--- src/rtl/mips_dump_pkg.sv ---
// Shared types and constants for the post-run memory dump engine.
package mips_dump_pkg;

    typedef enum logic [1:0] {
        IDLE = 2'd0,
        RUN  = 2'd1,
        DONE = 2'd2
    } state_t;

    localparam int unsigned FIFO_DEPTH = 2;
    localparam int unsigned CNT_W      = $clog2(FIFO_DEPTH + 1);
    localparam int unsigned PTR_W      = $clog2(FIFO_DEPTH);

endpackage

--- src/rtl/dump_fifo2.sv ---
// Two-entry FIFO holding {last, addr, data} words between the memory read port and the dump stream.
module dump_fifo2
    import mips_dump_pkg::*;
#(
    parameter int unsigned W = 43
) (
    input  logic             clk1,
    input  logic             reset,
    input  logic             push,
    input  logic [W-1:0]     push_data,
    input  logic             pop,
    output logic [W-1:0]     pop_data,
    output logic             full,
    output logic             empty,
    output logic [CNT_W-1:0] count
);

    logic [W-1:0]     r_mem [FIFO_DEPTH];
    logic [PTR_W-1:0] r_wr_ptr;
    logic [PTR_W-1:0] r_rd_ptr;
    logic [CNT_W-1:0] r_count;
    logic             w_do_push;
    logic             w_do_pop;

    assign empty    = (r_count == '0);
    assign full     = (r_count == CNT_W'(FIFO_DEPTH));
    assign count    = r_count;
    assign pop_data = r_mem[r_rd_ptr];

    // A pop in the same cycle frees the slot a push into a full FIFO needs.
    assign w_do_pop  = pop && !empty;
    assign w_do_push = push && (!full || w_do_pop);

    always_ff @(posedge clk1) begin
        if (reset) begin
            r_wr_ptr <= '0;
            r_rd_ptr <= '0;
            r_count  <= '0;
        end else begin
            if (w_do_push) begin
                r_mem[r_wr_ptr] <= push_data;
                r_wr_ptr        <= r_wr_ptr + PTR_W'(1);
            end
            if (w_do_pop) begin
                r_rd_ptr <= r_rd_ptr + PTR_W'(1);
            end
            r_count <= r_count + CNT_W'(w_do_push) - CNT_W'(w_do_pop);
        end
    end

endmodule

--- src/rtl/mips_mem_dump.sv ---
// Post-run memory readback: on the HALTED rising edge, reads word_count words from start_addr
// and streams {addr, data, last} over a valid/ready interface.
module mips_mem_dump
    import mips_dump_pkg::*;
#(
    parameter int unsigned ADDR_W = 10,
    parameter int unsigned DATA_W = 32
) (
    input  logic              clk1,
    input  logic              reset,
    input  logic              halted,
    input  logic [ADDR_W-1:0] start_addr,
    input  logic [ADDR_W:0]   word_count,
    output logic              mem_rd_en,
    output logic [ADDR_W-1:0] mem_rd_addr,
    input  logic [DATA_W-1:0] mem_rd_data,
    output logic              dump_valid,
    input  logic              dump_ready,
    output logic [DATA_W-1:0] dump_data,
    output logic [ADDR_W-1:0] dump_addr,
    output logic              dump_last,
    output logic              busy,
    output logic              done
);

    localparam int unsigned REM_W = ADDR_W + 1;
    localparam int unsigned PAY_W = 1 + ADDR_W + DATA_W;

    state_t            r_state;
    logic              r_halted_q;
    logic [ADDR_W-1:0] r_addr;
    logic [REM_W-1:0]  r_remaining;
    logic              r_inflight;
    logic              r_inflight_last;
    logic [ADDR_W-1:0] r_inflight_addr;

    logic              w_arm;
    logic              w_issue;
    logic              w_pop;
    logic              w_empty;
    logic              w_full;
    logic [CNT_W-1:0]  w_count;
    logic [2:0]        w_occ;
    logic [PAY_W-1:0]  w_push_data;
    logic [PAY_W-1:0]  w_head;

    assign w_arm = halted && !r_halted_q;
    assign w_pop = dump_valid && dump_ready;

    // Credit check counts words buffered plus the read in flight, net of this cycle's pop.
    assign w_occ   = 3'(w_count) + 3'(r_inflight) - 3'(w_pop);
    assign w_issue = (r_state == RUN) && (r_remaining != '0) && (w_occ < 3'(FIFO_DEPTH));

    assign mem_rd_en   = w_issue;
    assign mem_rd_addr = r_addr;
    assign w_push_data = {r_inflight_last, r_inflight_addr, mem_rd_data};

    assign dump_valid = !w_empty;
    assign {dump_last, dump_addr, dump_data} = w_head;
    assign busy = (r_state == RUN);
    assign done = (r_state == DONE);

    dump_fifo2 #(
        .W(PAY_W)
    ) u_fifo (
        .clk1      (clk1),
        .reset     (reset),
        .push      (r_inflight),
        .push_data (w_push_data),
        .pop       (w_pop),
        .pop_data  (w_head),
        .full      (w_full),
        .empty     (w_empty),
        .count     (w_count)
    );

    always_ff @(posedge clk1) begin
        if (reset) begin
            r_state         <= IDLE;
            r_halted_q      <= 1'b1;
            r_addr          <= '0;
            r_remaining     <= '0;
            r_inflight      <= 1'b0;
            r_inflight_last <= 1'b0;
            r_inflight_addr <= '0;
        end else begin
            r_halted_q <= halted;
            r_inflight <= w_issue;
            if (w_issue) begin
                r_addr          <= r_addr + ADDR_W'(1);
                r_remaining     <= r_remaining - REM_W'(1);
                r_inflight_addr <= r_addr;
                r_inflight_last <= (r_remaining == REM_W'(1));
            end
            case (r_state)
                IDLE: begin
                    if (w_arm) begin
                        r_addr      <= start_addr;
                        r_remaining <= word_count;
                        r_state     <= (word_count == '0) ? DONE : RUN;
                    end
                end
                RUN: begin
                    if (w_pop && dump_last) begin
                        r_state <= DONE;
                    end
                end
                DONE: begin
                    if (!halted) begin
                        r_state <= IDLE;
                    end
                end
                default: r_state <= IDLE;
            endcase
        end
    end

    a_no_overflow: assert property (@(posedge clk1) disable iff (reset)
        (r_inflight && w_full) |-> w_pop);

endmodule

--- config.mk ---
export PLATFORM = sky130hd
export DESIGN_NAME = mips_mem_dump
export DESIGN_NICKNAME = d
export VERILOG_FILES = /design/src/rtl/mips_dump_pkg.sv /design/src/rtl/dump_fifo2.sv /design/src/rtl/mips_mem_dump.sv
export SDC_FILE = /design/constraint.sdc
export NUM_CORES = 1
export LEC_CHECK = 0
export BUFFER_PORTS_ARGS = -buffer_cell sky130_fd_sc_hd__clkbuf_2
export CORE_MARGIN = 10
export CORE_UTILIZATION = 54
export DETAILED_ROUTE_END_ITERATION = 10
export PLACE_DENSITY_LB_ADDON = 0.25
export SETUP_SLACK_MARGIN = 0.4
export SLEW_MARGIN = 20
export SYNTH_ARGS = -nofsm -noshare
export SYNTH_HDL_FRONTEND = slang
export SYNTH_SLANG_ARGS = --single-unit
--- constraint.sdc ---
create_clock -name clk1 -period 5.8 [get_ports clk1]
set_input_delay 0.29 -clock clk1 [delete_from_list [all_inputs] [get_ports clk1]]
set_output_delay 0.29 -clock clk1 [all_outputs]
set_load 0.005 [all_outputs]
==> flow_summary_export.csv <==
group,metric,value,unit
run_status,outcome,"finished, final reports clean",
die,ios,114,
die,dieArea,14200,sq um
synthesis,synth_xor_area_share,1.01,%
placement,gp_congestion,0.811,
global_route,grt_max_degree,44,
power_and_ir_drop,p_leak,2.49,nW
sta,finClkSkew,0.00933,ns
critical_path,cp.arrival,3.38,ns
synthesis,postSynthCellCount,400,
critical_path,cp-start-kind,"flop",
final_layout,drive_above_1_share,35.0,%
synthesis,synth_top_family_by_area,"simple AND/OR/NAND/NOR gates",
synthesis,netlist_area,5300,sq um
detailed_routing,dr_total_vias,3770,
final_layout,stdcell_count,690,
final_layout,diodes,0,
sta,rsz0062_at_grt,"no",
die,start_util,54.8,%
global_route,overflow,0,
power_and_ir_drop,ir_drop,0.232,mV
detailed_routing,ant_nets,0,
sta,period_minus_slack,3.67,ns
die,coreArea,9680,sq um
sta,fin_crit_sh,63.2,%
sta,drv_slew,0,
global_route,grt_pass1_wl,19.8,mm
synthesis,ys_warn_count,0,
die,die_h,119,um
sta,worstMarginPinSlew,1.06,ns
min_path,worstHoldPathType,"primary input to flop",
synthesis,yosys-top-cells-area,"edfxtp_1, dfxtp_1, mux2_2",
placement,dp_cells,624,
synthesis,seq_area_frac_synth,64.2,%
final_layout,fin_nets,608,
detailed_routing,drtPass1Iterations,5,
critical_path,end_kind,"output pin",
critical_path,worstPathRequired,5.51,ns
synthesis,synthFlopType,"edfxtp_1",
critical_path,path_class,"flop to output pin",
synthesis,synth-compound-area-share,8.75,%
synthesis,synth-seq-cells,127,
final_layout,fillers,668,
global_route,antenna_found_initial,0,
clock_tree,cts_buffer_depth,2,
clock_tree,clockRootBuffer,"clkbuf_8",
detailed_routing,vias_per_cell,5.46,
sta,finalHoldViolCount,0,
clock_tree,post_cts_buffers,0,
global_route,grt_pass1_vias,3863,
synthesis,synth_area_per_cell,13.3,sq um
clock_tree,path_clk_slew,0.06,ns
synthesis,muxShareOfSynthArea,9.13,%
synthesis,synthesis.nets,464,
placement,io_buffers,113,
synthesis,synth_top_area_cell,"edfxtp_1",
synthesis,synth.top_cell.area_share,48.7,%
synthesis,synth_edf_count,86,
placement,place_hpwl,7.78,mm
synthesis,synth_simple_gate_area_share,12.2,%
sta,fin_hold_ws,0.0497,ns
detailed_routing,drc,0,
synthesis,yosysUniqueCellTypes,47,
final_layout,ff_latch_area,3400,sq um
detailed_routing,totalWireLength,12.2,mm
power_and_ir_drop,power.density,390,nW/um^2
sta,tns,0,ns
global_route,grt_util_all_layers,17.3,%
die,die_x,119,um
detailed_routing,routedWlPerCell,17.6,um
synthesis,yosys.area_share.adder,1.79,%
final_layout,multi_input_area,1760,sq um
sta,relSlewSlack,29.4,%
clock_tree,cts_made_buffers,17,
job,max_cap_violations,0,
die,rows,36,
clock_tree,cts_sinks,127,
detailed_routing,first_iter_violations,289,
critical_path,crit_fanout,25,
clock_tree,htree_num_levels,4,
synthesis,async_reset_ff_share,0,%
clock_tree,cts_tree,"yes",
sta,finalSetupViolations,0,
sta,fmax,273,MHz
final_layout,synthToLayoutAreaGrowth,29.9,%
clock_tree,clk_latency,0.51,ns
==> stage by stage <==
| stage | cell area, sq um | setup slack [ns] | total power, W | utilization, % |
|---|---|---|---|---|
| final | 6890 | 2.13 | 0.00268 | 71.1 |
| after global routing | 6890 | 1.86 | 0.00281 | 71.1 |
| after CTS | 6890 | 2.09 | 0.00270 | 71.1 |
| after detailed placement | 5940 | 2.38 | 0.00161 | 61.4 |
| after global placement | 5940 | 2.49 | 0.00160 | 61.4 |
| after floorplan | 5300 | 1.44 | 0.00145 | - |
==> worst paths after layout <==
path / from / end / slack [ns] / cells past startpoint
setup reg to reg: u_fifo.count[1]$_SDFF_PP0_ / mem_rd_addr[4]$_SDFF_PP0_ / 2.34 / 9
setup / recovery: u_fifo.count[1]$_SDFF_PP0_ / mem_rd_en / 2.13 / 9
hold / removal: start_addr[8] / mem_rd_addr[8]$_SDFF_PP0_ / 0.05 / 3
hold reg to reg: r_inflight_addr[7]$_SDFFE_PP0P_ / u_fifo.r_mem[1][39]$_DFFE_PP_ / 0.45 / 0
==> flip-flops by register name, indices dropped and copies added (netlist names), named ones only <==
name and count:
r_state 2, r_inflight 1, u_fifo.r_mem 86, r_inflight_addr 10
r_halted_q 1, mem_rd_addr 10, r_remaining 11, u_fifo.r_wr_ptr 1
u_fifo.r_rd_ptr 1, r_inflight_last 1, u_fifo.count 2
==> worst max-delay path, cell delays in order, from the launching register on <==
cell and delay [ns]:
dfxtp_1 0.49, o21a_1 0.25, ha_1 0.26, inv_1 0.08, nand2_1 0.06, fa_1 0.47, and3b_1 0.38, nand2_1 0.48
nor2_1 0.24, clkbuf_2 0.14
==> synth_stat cells, types with 2 or more instances <==
master,n
nand2_1,14
edfxtp_1,86
nor2_1,30
o31ai_1,6
nand4_1,6
nor2b_1,3
and4_1,2
mux2_2,43
nor4_1,7
xnor2_1,2
nor3b_1,2
buf_2,6
or4_1,6
a311oi_1,16
a211o_1,2
o21ai_0,17
nor3_1,8
buf_6,2
inv_1,10
nand3_1,19
a211oi_1,4
a21oi_1,15
ha_1,6
clkbuf_1,15
dfxtp_1,41
or3_1,9
o21a_1,3
==> layer usage <==
metal  up-vias  track usage [%]  routed length (um)
met4         0             6.87                 136
met1      1818             20.8                5340
met5         -                0                   0
met3        10             5.76                 747
li1       1833                -                   -
met2       109             28.0                5940
==> where the power goes <==
part	internal, W	switching [W]	leakage [nW]	total [W]
sequential	0.00101	0.0000852	1.09	0.00109
clock	0.000704	0.000362	0.284	0.00107
combinational	0.000258	0.000267	1.12	0.000525
total	0.00197	0.000714	2.49	0.00268
==> cells by family after synthesis <==
logic type,after synthesis
multiplexers,43
XOR/XNOR,4
buffers and inverters,34
adder cells (fa/ha/maj),7
AO/OA/AOI/OAI,69
AND/OR/NAND/NOR,116
flip-flops,127
==> cell type report <==
cell class | count | share of cell area (%)
clock inverters | 12 | 2.43
inverters | 10 | 0.545
repair buffers | 149 | 13.4
clock buffers | 20 | 6.32
flip-flops and latches | 127 | 49.4
well taps | 133 | 2.42
multi-input cells | 239 | 25.5
==> placed cells by master, fill, tap and decap left out, types with 2 or more instances in the layout <==
cell	count
o21ai_0	17
ha_1	6
mux2_2	43
nor2b_1	3
inv_1	10
clkinvlp_4	3
nand2_1	14
o21a_1	3
edfxtp_1	86
nor4_1	7
dfxtp_1	40
nand4_1	6
buf_4	2
bufinv_16	4
clkbuf_1	2
or4_1	6
a311oi_1	16
clkinv_1	3
nor3_1	7
xnor2_1	2
clkbuf_2	113
and4_1	2
nand3_1	19
nor2_1	30
or3_1	9
a211oi_1	4
dlygate4sd3_1	34
clkbuf_8	2
o31ai_1	6
a21oi_1	15
clkbuf_16	16
a211o_1	2
==> what timing repair did <==
| action | 4_1_cts | 5_1_grt |
|---|---|---|
| hold buffers | 34 | 0 |
| resized for setup | 0 | 0 |
| hold endpoints to repair | 66 | 0 |
Power figures use the tool's default switching activity.
